[config.mk]
export PLATFORM = sky130hd
export DESIGN_NAME = sol32_lsu
export DESIGN_NICKNAME = d
export VERILOG_FILES = /design/src/rtl/sol32_pkg.sv /design/src/rtl/sol32_lane_align.sv /design/src/rtl/sol32_lsu.sv
export SDC_FILE = /design/constraint.sdc
export NUM_CORES = 1
export LEC_CHECK = 0
export ABC_AREA = 0
export BUFFER_PORTS_ARGS = -buffer_cell sky130_fd_sc_hd__buf_4
export CAP_MARGIN = 20
export CORE_MARGIN = 5
export CORE_UTILIZATION = 50
export DETAILED_ROUTE_END_ITERATION = 16
export PLACE_DENSITY_LB_ADDON = 0.1
export SYNTH_ARGS = -nofsm -noshare
export SYNTH_HDL_FRONTEND = slang
export SYNTH_SLANG_ARGS = --single-unit
[constraint.sdc]
create_clock -name Clock -period 2.8 [get_ports Clock]
set_input_delay 0.56 -clock Clock [delete_from_list [all_inputs] [get_ports Clock]]
set_output_delay 0.56 -clock Clock [all_outputs]
set_load 0.01 [all_outputs]
[src/rtl/sol32_pkg.sv]
// Shared types and lane helpers for the sol32 load/store path.
package sol32_pkg;

    typedef enum logic [1:0] {IDLE, REQ, WAIT_R, DONE} lsu_state_t;
    typedef enum logic [1:0] {W_BYTE, W_HALF, W_WORD, W_RSVD} width_t;

    // Byte offset inside the word; bits below the access width are dropped.
    function automatic logic [1:0] lane_off(input logic [1:0] width, input logic [1:0] addr);
        case (width_t'(width))
            W_BYTE:  return addr;
            W_HALF:  return {addr[1], 1'b0};
            default: return 2'b00;
        endcase
    endfunction

    function automatic logic misaligned(input logic [1:0] width, input logic [1:0] addr);
        case (width_t'(width))
            W_BYTE:  return 1'b0;
            W_HALF:  return addr[0];
            default: return |addr;
        endcase
    endfunction

endpackage

[src/rtl/sol32_lane_align.sv]
// Combinational byte-lane steering: store data into lanes, load data out of lanes.
module sol32_lane_align
    import sol32_pkg::*;
(
    input  logic [1:0]  i_width,
    input  logic [1:0]  i_addr,
    input  logic [31:0] i_wdata,
    input  logic [31:0] i_rdata,
    output logic [3:0]  o_be,
    output logic [31:0] o_wdata,
    output logic [31:0] o_rdata
);

    logic [1:0]  w_off;
    logic [4:0]  w_sh;
    logic [31:0] w_mask;

    always_comb begin
        w_off  = lane_off(i_width, i_addr);
        w_sh   = {w_off, 3'b000};
        w_mask = 32'hffff_ffff;
        o_be   = 4'b1111;
        case (width_t'(i_width))
            W_BYTE: begin
                w_mask = 32'h0000_00ff;
                o_be   = 4'b0001 << w_off;
            end
            W_HALF: begin
                w_mask = 32'h0000_ffff;
                o_be   = 4'b0011 << w_off;
            end
            default: ;
        endcase
    end

    // Mask before shifting so stray upper store bits never reach other lanes.
    assign o_wdata = (i_wdata & w_mask) << w_sh;
    assign o_rdata = (i_rdata >> w_sh) & w_mask;

endmodule

[src/rtl/sol32_lsu.sv]
// sol32 load/store unit: level-held core enables -> one valid/ready bus access.
// Optional SOL32_LSU_ALIGN_CHECK_EN: misaligned accesses fault without touching the bus.
module sol32_lsu
    import sol32_pkg::*;
#(
    parameter int TIMEOUT_CYCLES = 255,
    parameter int TIMEOUT_W      = 8
) (
    input  logic        Clock,
    input  logic        Reset,
    input  logic        ReadEnable,
    input  logic        WriteEnable,
    input  logic [1:0]  DataWidth,
    input  logic [31:0] MemoryAddress,
    input  logic [31:0] DataOut,
    output logic [31:0] DataIn,
    output logic        ReadComplete,
    output logic        WriteComplete,
    output logic        Fault,
    output logic        BusValid,
    output logic        BusWrite,
    output logic [31:0] BusAddress,
    output logic [3:0]  BusByteEnable,
    output logic [31:0] BusWriteData,
    input  logic        BusReady,
    input  logic        BusReadValid,
    input  logic [31:0] BusReadData
);

    localparam logic [TIMEOUT_W-1:0] TO_LAST = TIMEOUT_W'(TIMEOUT_CYCLES - 1);
    localparam bit                   TO_EN   = (TIMEOUT_CYCLES != 0);

    lsu_state_t           r_state, w_next;
    logic                 r_write, r_fault;
    logic [1:0]           r_width;
    logic [31:0]          r_addr, r_wdata, r_data;
    logic [TIMEOUT_W-1:0] r_cnt;
    logic                 w_req, w_misalign, w_timeout, w_fault_set, w_busy;
    logic [31:0]          w_ld_data;

    assign w_req  = ReadEnable | WriteEnable;
    assign w_busy = (r_state == REQ) || (r_state == WAIT_R);

`ifdef SOL32_LSU_ALIGN_CHECK_EN
    assign w_misalign = misaligned(DataWidth, MemoryAddress[1:0]);
`else
    assign w_misalign = 1'b0;
`endif

    // >= so a read accepted on the last REQ cycle still times out in WAIT_R.
    assign w_timeout = TO_EN && w_busy && (r_cnt >= TO_LAST);

    // A real handshake in the final cycle wins over the timeout.
    always_comb begin
        w_next      = r_state;
        w_fault_set = 1'b0;
        case (r_state)
            IDLE: if (w_req) begin
                if (w_misalign) begin
                    w_next      = DONE;
                    w_fault_set = 1'b1;
                end else begin
                    w_next = REQ;
                end
            end
            REQ: if (BusReady) begin
                w_next = r_write ? DONE : WAIT_R;
            end else if (w_timeout) begin
                w_next      = DONE;
                w_fault_set = 1'b1;
            end
            WAIT_R: if (BusReadValid) begin
                w_next = DONE;
            end else if (w_timeout) begin
                w_next      = DONE;
                w_fault_set = 1'b1;
            end
            default: w_next = IDLE;
        endcase
    end

    always_ff @(posedge Clock) begin
        if (Reset) begin
            r_state <= IDLE;
            r_fault <= 1'b0;
            r_data  <= '0;
            r_cnt   <= '0;
            r_write <= 1'b0;
            r_width <= '0;
            r_addr  <= '0;
            r_wdata <= '0;
        end else begin
            r_state <= w_next;
            r_fault <= w_fault_set;
            if (r_state == IDLE && w_req) begin
                r_write <= ~ReadEnable;
                r_width <= DataWidth;
                r_addr  <= MemoryAddress;
                r_wdata <= DataOut;
                r_cnt   <= '0;
            end else if (w_busy) begin
                r_cnt <= r_cnt + TIMEOUT_W'(1);
            end
            if (r_state == WAIT_R && BusReadValid)
                r_data <= w_ld_data;
            else if (w_fault_set && (r_state != IDLE || ReadEnable))
                r_data <= '0;
        end
    end

    sol32_lane_align u_align (
        .i_width (r_width),
        .i_addr  (r_addr[1:0]),
        .i_wdata (r_wdata),
        .i_rdata (BusReadData),
        .o_be    (BusByteEnable),
        .o_wdata (BusWriteData),
        .o_rdata (w_ld_data)
    );

    assign ReadComplete  = ~ReadEnable  | (r_state == DONE);
    assign WriteComplete = ~WriteEnable | (r_state == DONE);
    assign BusValid      = (r_state == REQ);
    assign BusWrite      = r_write;
    assign BusAddress    = {r_addr[31:2], 2'b00};
    assign Fault         = r_fault;
    assign DataIn        = r_data;

endmodule

==> results of run 1 <==
[cell type report]
cell class                 count  area [um^2]
sequential                   110         2200
multi-input combinational    368         2160
timing repair buffer         213         1610
tap                          133          166
fill                         871         3270
clock buffer                  10          138
clock inverter                 5         66.3
inverter                       7         26.3
[state kept, by name, summed over array words and instances (netlist names)]
register and cells:
DataIn 32, r_addr 32, r_wdata 32, r_cnt 8, r_state 2, r_width 2
BusWrite 1, Fault 1
[power groups by stage]
stage	logic, W	registers (W)	clock network, W
3_3_place_gp	0.000931	0.00181	0
3_5_place_dp	0.000954	0.00182	0
6_report	0.000949	0.00178	0.000990
2_1_floorplan	0.000630	0.00179	0
4_1_cts	0.000955	0.00178	0.00101
5_1_grt	0.00104	0.00180	0.00108
[layer usage]
layer | routed length [um] | vias to the layer above
li1 | - | 2171
met1 | 5660 | 2042
met2 | 6830 | 176
met3 | 1220 | 28
met4 | 329 | 0
met5 | 0 | -
[cells by family (layout without fill, tap and decap cells)]
family / after synthesis / count (layout) / share of synthesized area
compound gates: 151 / 151 / 0.207
xor+xnor: 5 / 5 / 0.00902
fa+ha+maj: 6 / 6 / 0.0155
buf+inv: 78 / 235 / 0.104
flops: 110 / 110 / 0.454
mux: 8 / 8 / 0.0371
other cells: 1 / 2 / 0.000773
simple gates: 196 / 196 / 0.174
[worst max-delay path, stage by stage, from the launching register on]
cell and delay [ns]:
dfxtp_1 0.34, or2_1 0.41, nor2_4 0.46, a22oi_1 0.17
o21ai_0 0.21, buf_4 0.15
[placed cells by master (no fill, tap or decap), types with 3 or more instances in the layout]
| cell type | instances |
|---|---|
| buf_4 | 212 |
| nand2_1 | 146 |
| dfxtp_1 | 110 |
| a21oi_1 | 71 |
| a22o_1 | 32 |
| nor2_1 | 20 |
| a22oi_1 | 16 |
| o21ai_0 | 11 |
| clkbuf_8 | 10 |
| and2_1 | 8 |
| o2bb2ai_1 | 8 |
| mux4_2 | 8 |
| inv_1 | 7 |
| ha_1 | 6 |
| nand2b_1 | 4 |
| a211oi_1 | 4 |
| xor2_1 | 4 |
| nand4_1 | 3 |
[through the flow]
stage / hold slack (ns) / cell area (um^2) / power (W) / setup WS, ns
2_1_floorplan: 0.436 / 4860 / 0.00242 / 0.933
3_3_place_gp: 0.442 / 6170 / 0.00274 / 0.616
3_5_place_dp: 0.449 / 6170 / 0.00277 / 0.565
4_1_cts: 0.395 / 6370 / 0.00375 / 0.141
5_1_grt: 0.401 / 6370 / 0.00392 / 0.0386
6_report: 0.410 / 6370 / 0.00372 / 0.138
[final timing paths]
kind	from	endpoint	slack, ns	depth (start not counted)
setup / recovery	r_width[0]	BusWriteData[24]	0.14	5
hold / removal	BusReadData[20]	DataIn[20]	0.41	2
setup reg to reg	r_state[0]	DataIn[6]	0.71	7
hold reg to reg	r_addr[14]	r_addr[14]	0.46	2
==> results.md, run 1 <==
* Sw Ratio at 0.311
* Fin. max-slew vios at 0
* Total number of vias at around 4,400
* Post-Syn Area per Cell at 8.74 um^2
* # Post-CTS Setup Buffers at 0
* Total Wirelength at 14,000 um
* Mapped Area at approximately 4900 um^2
* Max Clock Freq at between 0.3 and 0.4 GHz
* M3 GR Usage at 0.0543
* Clock buffer depth at 2
* Detailed Place HPWL at 10,600 um
* Status: finished, final reports clean
* Post-synth top cells: 146 x nand2_1, 110 x dfxtp_1, 71 x a21oi_1, 35 x buf_4, 32 x a22o_1
* Comb pwr share at 0.255
* Pint at 0.00257 W
* Power Dens Cells at between 500 and 600 nW/um^2
* Worst Tran Pin Value at around 0.7 ns
* Seq/Total Area, Yosys at 0.454
* Clock slew seen by the registers of the worst setup and hold paths at about 0.11 ns
* Remaining DRCs at 0
* Layout Cells excl Fill at around 850
* Max VDD drop at 0.000303 V
* Worst setup EP type: primary output
* 1st-iter DRT viols at 253
* CTS root buf: clkbuf_8
* Top cell type's share of synthesized area at 0.454
* # setup viols final at 0
* RSZ-0062 raised after global routing: no
* Avg WL per Cell at 16.6 um
* Critical Path Start Type: flop
* Largest net degree at the start of global routing at between 50 and 60
* Die area at roughly 12,000 um^2
* Clk Latency, worst-skew pair at 0.37 ns
* CP required at roughly 2.2 ns
* N_diodes at 0
* Sum Neg Setup Slack at 0 ns
* Seq pwr share at 0.479
* Clk pwr share at 0.266
* Chip width at 109 um
* Met2 usage at 0.397
* Final min period at 2.66 ns
* Critical Path AT at 2.10 ns
* # port buffers at around 210
* Placed Cells at approximately 830
* Global route hottest layer: met2
* Post-synth EDFFs at 0
* Total CTS buffers at 9
* Netlist cell types at 45
* PostCTS Resize Cnt at 0
* Fin Clk Skew at 0.0177 ns
* Gr usage total at 0.229
* Top post-synthesis cells by area: dfxtp_1 45%, nand2_1 11%, a21oi_1 7.3%, a22o_1 5.8%, buf_4 5.4%
* Leakage power at 2.83 nW
* Period utilization at 0.951
* Drt pass-1 iters at 5
* Max_slew headroom at 0.531
* Core ar. at 9640 um^2
* Yosys top cell by area: dfxtp_1
* GR Layer Usage met1 at 0.277
* Die Span Y at around 110 um
* Final Util at 0.661
* Gp weighted congestion at between 0.8 and 0.9
* Synthesized instance count at 555
* Initial antenna violation count at 0
* Synth-to-layout area growth at 31.4%
* Initial core utilization at 0.503
* H-tree Lvls at 3
* Share of cells above drive strength 1 at 0.346
* Post-synthesis async set-or-reset flop share at 0
* Clock Sinks at 110
* Global-route wire length before repair at 21,200 um
* I/O pins at roughly 210
* Main synth FF type: dfxtp_1
* # hold bufs at CTS at 0
* Worst hold path class: in2reg
* Post-route ant nets at 0
* Sw power at ~0.0012 W
* Most frequent cell after synthesis: nand2_1
* Flops & latches, synth at 110
* Hold Violations, Final at 0
* CTS tree: yes
* Row cnt at 36
* Routed vias/inst at about 5.2
* Max FO, Critical Path at 17
* Crit Path Category: reg2out
* Max-Cap Viols at 0
* Vias in the first global route at around 4,200
* Layout Nets at between 800 and 900
* Yosys warns at 0
* GRT overflow at 0
(Power assumes the default switching activity.)
==> inputs of run 2 (changes only) <==
--- a/config.mk
+++ b/config.mk
@@ -5,7 +5,7 @@
 export SDC_FILE = /design/constraint.sdc
 export NUM_CORES = 1
 export LEC_CHECK = 0
-export ABC_AREA = 0
+export ABC_AREA = 1
 export BUFFER_PORTS_ARGS = -buffer_cell sky130_fd_sc_hd__buf_4
 export CAP_MARGIN = 20
 export CORE_MARGIN = 5
==> run 2 against run 1 <==
  * Utilization down 0.36 points
  * Flip-flop and latch count unchanged
  * Fmax up 3.6%
  * Hold slack got worse by 0.0048 ns
  * Combinational power increased by 57%
  * First-iteration DRC count up 30%
  * Total power up 16%
  * Critical endpoint is now BusWriteData[22]
  * Highest routed layer unchanged
==> results.md, run 2 <==
* Status: finished, final reports clean
* Hold path start: ReadEnable
* Flops & latches, synth at 110 (unchanged)
* Fin. max-slew vios at 0 (unchanged)
* Post-synth top cells: 147 x nor2_1, 140 x nand2_1, 110 x dfxtp_1, 83 x o21ai_0, 58 x nand3_1
* Total CTS buffers at 9 (unchanged)
* GRT overflow at 0 (unchanged)
* 1st-iter DRT viols at 329 (+30%)
* CTS root buf: clkbuf_8
* Comb pwr share at 0.346 (+0.091)
* Mapped Area at 5290 um^2 (+8.9%)
* Critical Path Start Type: flop
* RSZ-0062 raised after global routing: no
* Crit path max-delay cell type: dfxtp_1
* Critical Path AT at 2.01 ns (-0.09 ns)
* Seq/Total Area, Yosys at 0.417 (-0.0372)
* Clk Latency, worst-skew pair at 0.36 ns (about the same)
* CTS tree: yes
* Multi-input logic area at 2420 um^2 (+12%)
* Pint at 0.00279 W (+8.6%)
* Fin Clk Skew at 0.00771 ns (-0.00995 ns)
* Synthesized instance count at 768 (+38%)
* Worst setup path end: BusWriteData[22]
* Yosys warns at 0 (unchanged)
* Final Util at 0.658 (-0.00360)
* Power Total at 0.00432 W (+16%)
* Core ar. at 10,300 um^2 (+7.1%)
* Top cell type's share of synthesized area at 0.417 (-0.0372)
* Post-synthesis async set-or-reset flop share at 0 (unchanged)
* Max Clock Freq at 0.389 GHz (+3.6%)
* Sum Neg Setup Slack at 0 ns (unchanged)
* # Post-CTS Setup Buffers at 0 (unchanged)
* # port buffers at 206 (unchanged)
* Clock buffer depth at 2 (unchanged)
* H-tree Lvls at 3 (unchanged)
* CP required at 2.24 ns (about the same)
* Post-route ant nets at 0 (unchanged)
* Clock slew seen by the registers of the worst setup and hold paths at 0.10 ns (about the same)
* Sequential Area at 2200 um^2 (unchanged)
* Worst R2R Start: r_state[1]
* Die Span Y at 113 um (+4.0%)
* Routed vias/inst at 5.09 (-2.5%)
* Crit Path Category: reg2out
* Initial antenna violation count at 0 (unchanged)
* Worst path max stage delay at 0.40 ns (-0.06 ns)
* # setup viols final at 0 (unchanged)
* Avg WL per Cell at 14.9 um (-10%)
* Drt pass-1 iters at 7 (+2)
* Max FO, Critical Path at 26 (+9)
* R2R depth at 9 (+2)
* Top post-synthesis cells by area: dfxtp_1 42%, nor2_1 10%, nand2_1 9.9%, o21ai_0 7.9%, nand3_1 5.5%
* Max VDD drop at 0.000408 V (+35%)
* Die area at 12,700 um^2 (+8.1%)
* Seq pwr share at 0.435 (-0.044)
* Power Dens Cells at 636 nW/um^2 (+8.9%)
* Chip width at 113 um (+4.0%)
* Sw power at 0.00153 W (+32%)
* Worst Tran Pin Value at 0.662 ns (-0.0419 ns)
* Worst r2r dst: DataIn[19]
* Post-Syn Area per Cell at 6.88 um^2 (-21%)
* Share of cells above drive strength 1 at 0.262 (-0.0840)
* Largest net degree at the start of global routing at 79 (+39%)
* Most frequent cell after synthesis: nor2_1
* Worst setup EP type: primary output
* Synth-to-layout area growth at 28.5%
* Vias in the first global route at 5,143 (+21%)
* Leakage power at 3.19 nW (+13%)
* Max_slew headroom at 0.559 (+0.0282)
* Total Wirelength at 15,700 um (+12%)
* Gp weighted congestion at 0.879 (+1.5%)
* Max-Cap Viols at 0 (unchanged)
* R2r setup slk at 0.59 ns (-0.12 ns)
* Layout Nets at 1,027 (+25%)
* Row cnt at 37 (+2.8%)
* Final min period at 2.57 ns (-0.0935 ns)
* Main synth FF type: dfxtp_1
* Yosys top cell by area: dfxtp_1
* Total number of vias at 5,384 (+22%)
* Initial core utilization at 0.512 (+0.00856)
* Most frequent cells in the layout: 212 x buf_4, 147 x nor2_1, 140 x nand2_1, 110 x dfxtp_1, 83 x o21ai_0
* I/O pins at 209 (unchanged)
* Gr usage total at 0.239 (+0.00928)
* N_diodes at 0 (unchanged)
* Worst Setup SP: r_width[1]
* Global-route wire length before repair at 24,900 um (+18%)
* Detailed Place HPWL at 11,600 um (+9.7%)
* Clock Sinks at 110 (unchanged)
* Netlist cell types at 30 (-33%)
* Post-synth EDFFs at 0 (unchanged)
* Worst hold path class: in2reg
* Clk pwr share at 0.219 (-0.047)
* Worst-path cell chain: inv_2 -> nand2_8 -> nor2_4 -> inv_1 -> o21ai_0 -> buf_4
* Remaining DRCs at 0 (unchanged)
* Fillers at 916 (+5.2%)
* Sw Ratio at 0.355 (+0.0440)
* Period utilization at 0.917 (-0.0334)
* Hold Violations, Final at 0 (unchanged)
* Commonest non-fill, non-tap cell in the layout: buf_4
-- run 2: changes by cell type in the layout (fill, tap and decap cells not counted), sizes merged, moves of 4 or more --
cell     change
mux4         -8
inv         +47
clkbuf       +4
o21ai       +87
a211oi       -4
o2bb2ai      -8
nor2       +129
a22o        -32
nand2b       -4
and2        -10
nand3       +59
a22oi       -16
a21oi       -21
o211ai       +8
-- run 2: worst min path at each step --
stage	slack [ns]	depth (start not counted)	endpoint
5_1_grt	0.39	2	BusWrite
3_5_place_dp	0.47	2	r_addr[9]
4_1_cts	0.39	2	BusWrite
2_1_floorplan	0.45	2	r_cnt[6]
3_3_place_gp	0.46	2	r_cnt[6]
6_report	0.40	2	BusWrite
-- run 2: layer usage --
layer  vias to the layer above  global-route usage  routed length [um]
li1                       2728                   -                   -
met1                      2387               0.297                6450
met2                       242               0.395                7460
met3                        27              0.0626                1450
met4                         0              0.0946                 371
met5                         -                   0                   0
-- run 2: worst max-delay path, delay by kind of cell, from the launching register on --
kind	cells	cell delay [ns]
AO/OA/AOI/OAI	1	0.26
buffers and inverters	3	0.54
flip-flops	1	0.40
AND/OR/NAND/NOR	2	0.43
-- run 2: cells by family (layout without fill, tap and decap cells) --
logic type	after synthesis	in the layout	share of synthesized area
buf+inv	131	284	0.129
other cells	1	2	0.000710
simple gates	360	360	0.283
flops	110	110	0.417
compound gates	159	159	0.155
xor+xnor	1	1	0.00166
fa+ha+maj	6	6	0.0142
-- run 2: cell type report --
| class | count | area share |
|---|---|---|
| clock buffers | 14 | 0.0269 |
| well taps | 136 | 0.0251 |
| multi-input cells | 528 | 0.356 |
| clock inverters | 2 | 0.00203 |
| flip-flops and latches | 110 | 0.324 |
| repair buffers | 212 | 0.234 |
| inverters | 56 | 0.0313 |
-- run 2: through the flow --
stage	std cells	hold slack (ns)	area (um^2)	setup WS, ns
2_1_floorplan	769	0.452	5290	1.00
3_3_place_gp	1042	0.460	6580	0.609
3_5_place_dp	1042	0.472	6580	0.533
4_1_cts	1058	0.387	6780	0.110
5_1_grt	1058	0.387	6790	0.0694
6_report	1058	0.405	6790	0.232
-- run 2: power by group through the flow --
stage,sequential [W],clock (W),combinational [W]
6_report,0.00188,0.000946,0.00149
3_5_place_dp,0.00192,0,0.00149
3_3_place_gp,0.00191,0,0.00147
2_1_floorplan,0.00189,0,0.00101
5_1_grt,0.00191,0.00103,0.00166
4_1_cts,0.00188,0.000964,0.00150
-- run 2: what timing repair did --
| item | CTS | global route |
|---|---|---|
| hold buffers | 0 | 0 |
| setup endpoints to repair | 0 | 8 |
| resized for setup | 0 | 1 |
==> inputs of run 3 (changes only) <==
--- a/config.mk
+++ b/config.mk
@@ -9,9 +9,11 @@
 export BUFFER_PORTS_ARGS = -buffer_cell sky130_fd_sc_hd__buf_4
 export CAP_MARGIN = 20
 export CORE_MARGIN = 5
-export CORE_UTILIZATION = 50
+export CORE_UTILIZATION = 44
 export DETAILED_ROUTE_END_ITERATION = 16
 export PLACE_DENSITY_LB_ADDON = 0.1
+export REMOVE_ABC_BUFFERS = 1
+export SKIP_CTS_REPAIR_TIMING = 1
 export SYNTH_ARGS = -nofsm -noshare
 export SYNTH_HDL_FRONTEND = slang
 export SYNTH_SLANG_ARGS = --single-unit
==> constraint.sdc (replaced) <==
create_clock -name Clock -period 2.16 [get_ports Clock]
set_input_delay 0.432 -clock Clock [delete_from_list [all_inputs] [get_ports Clock]]
set_output_delay 0.432 -clock Clock [all_outputs]
set_load 0.01 [all_outputs]
==> run 3 against run 2 <==
  * Count of clock-buffer cells in the layout shrank 2
  * Combinational power grew 34%
  * Sequential share of layout area shrank 0.99 points
  * Cell count grew 1.6%
  * Clock power grew 72%
  * Hold slack lost 0.11 ns
  * Via count grew 1.0%
  * First-iteration DRC count grew 42%
  * Total power grew 41%
  * Critical path type unchanged
==> results.md, run 3 (same netlist as run 2, synthesis figures left out) <==
* Max FO, Critical Path at 19 (-27%)
* H-tree Lvls at 3 (unchanged)
* # port buffers at 206 (unchanged)
* Max VDD drop at 0.000496 V (+22%)
* Gr usage total at 0.218 (-0.0207)
* CTS root buf: clkbuf_16
* Leakage power at 3.28 nW (+2.9%)
* Crit Path Category: reg2out
* Pint at 0.00402 W (+44%)
* Worst hold path class: in2reg
* Remaining DRCs at 0 (unchanged)
* Row cnt at 40 (+8.1%)
* Layout Nets at 1,033 (+0.58%)
* Power Dens Cells at 865 nW/um^2 (+36%)
* Detailed Place HPWL at 11,300 um (-2.4%)
* Clock Sinks at 110 (unchanged)
* Avg WL per Cell at 14.8 um (-0.45%)
* Synth-to-layout area growth at 33.0%
* Fin. max-slew vios at 0 (unchanged)
* I/O pins at 209 (unchanged)
* Initial antenna violation count at 0 (unchanged)
* Status: finished, final reports clean
* Sum Neg Setup Slack at 0 ns (unchanged)
* Max-Cap Viols at 0 (unchanged)
* Final min period at roughly 2.1 ns
* Total Wirelength at 15,900 um (+1.2%)
* Die Span Y at 120 um (+6.0%)
* Post-DP Area at 6690 um^2 (+1.5%)
* Comb pwr share at 0.329 (-0.017)
* N_diodes at 0 (unchanged)
* Hold Violations, Final at 0 (unchanged)
* Max Clock Freq at ~0.48 GHz
* Gp weighted congestion at 0.854 (-2.9%)
* Critical Path Start Type: flop
* Drt pass-1 iters at 7 (unchanged)
* 1st-iter DRT viols at 467 (+42%)
* Initial core utilization at 0.444 (-0.0682)
* GRT overflow at 0 (unchanged)
* Largest net degree at the start of global routing at 79 (unchanged)
* Post-route ant nets at 0 (unchanged)
* Max_slew headroom at 0.587 (+0.0283)
* Power Total at 0.00608 W (+41%)
* Vias in the first global route at 5,364 (+4.3%)
* Clock slew seen by the registers of the worst setup and hold paths at 0.07 ns (-0.03 ns)
* Worst setup EP type: primary output
* Share of cells above drive strength 1 at 0.275 (+0.0123)
* Die area at 14,300 um^2 (+12%)
* Critical Path AT at 1.65 ns (-0.36 ns)
* Most frequent cells in the layout: 214 x buf_4, 147 x nor2_1, 140 x nand2_1, 108 x dfxtp_1, 75 x o21ai_0
* Core ar. at 11,900 um^2 (+15%)
* Clock buffer depth at 2 (unchanged)
* Fin Clk Skew at 0.00624 ns (-0.00147 ns)
* Total number of vias at 5,440 (+1.0%)
* Clk Latency, worst-skew pair at 0.35 ns (about the same)
* Sw Ratio at 0.339 (-0.0163)
* Clk pwr share at 0.268 (+0.049)
* Multi-input logic area at 2440 um^2 (+0.93%)
* Sequential Area at 2210 um^2 (+0.34%)
* Global-route wire length before repair at 25,600 um (+2.8%)
* Commonest non-fill, non-tap cell in the layout: buf_4
* Fillers at 1,137 (+24%)
* # setup viols final at 0 (unchanged)
* CP required at 1.73 ns (-0.51 ns)
* Total CTS buffers at 9 (unchanged)
* CTS tree: yes
* Seq pwr share at 0.402 (-0.033)
* Routed vias/inst at 5.06 (-0.56%)
* Sw power at 0.00206 W (+34%)
* Period utilization at 0.963
* Worst Tran Pin Value at 0.617 ns (-0.0447 ns)
* Chip width at 120 um (+6.0%)
* Design area at 7030 um^2 (+3.5%)
* WHS at 0.296 ns (-0.109 ns)
run 3: path summary, 6_finish.rpt:
| kind | startpoint | endpoint | slack [ns] | cells past startpoint |
|---|---|---|---|---|
| min | ReadEnable | BusWrite | 0.30 | 2 |
| max reg2reg | r_state[1] | DataIn[3] | 0.36 | 10 |
| min reg2reg | DataIn[16] | DataIn[16] | 0.48 | 2 |
| max | r_width[1] | BusWriteData[22] | 0.08 | 7 |
run 3: area by class of cell:
cell class	count	area share
clock inverter	4	0.00677
tap	147	0.0262
multi-input combinational	528	0.347
clock buffer	12	0.0337
sequential	110	0.314
timing repair buffer	218	0.240
inverter	56	0.0319
run 3: power by group through the flow:
stage	sequential [W]	clock (W)	combinational (W)
global placement	0.00247	0	0.00195
CTS	0.00244	0.00168	0.00199
finish	0.00245	0.00163	0.00200
detailed placement	0.00248	0	0.00198
global route	0.00248	0.00175	0.00224
floorplan	0.00253	0	0.000989
run 3: metal layers:
| layer | vias to the layer above | part of all wire | track usage |
|---|---|---|---|
| met5 | - | 0 | 0 |
| met4 | 0 | 0.020 | 0.0780 |
| met3 | 21 | 0.087 | 0.0636 |
| met2 | 199 | 0.48 | 0.367 |
| met1 | 2486 | 0.41 | 0.265 |
| li1 | 2734 | - | - |
run 3: through the flow:
stage                     setup slack, ns  utilization  cells
after floorplan                    -0.457            -    694
after global placement              0.374        0.561   1058
after detailed placement            0.297        0.561   1058
after CTS                         -0.0976        0.585   1074
after global routing            -0.000647        0.590   1075
final                              0.0799        0.590   1075
run 3: worst max-delay path, cell delays in order (launching register included):
cell and delay (ns):
dfxtp_4 0.40, nor2_8 0.06, nand2_8 0.07, inv_8 0.07
nor2_4 0.13, clkinvlp_4 0.24, o21ai_2 0.21, buf_4 0.14
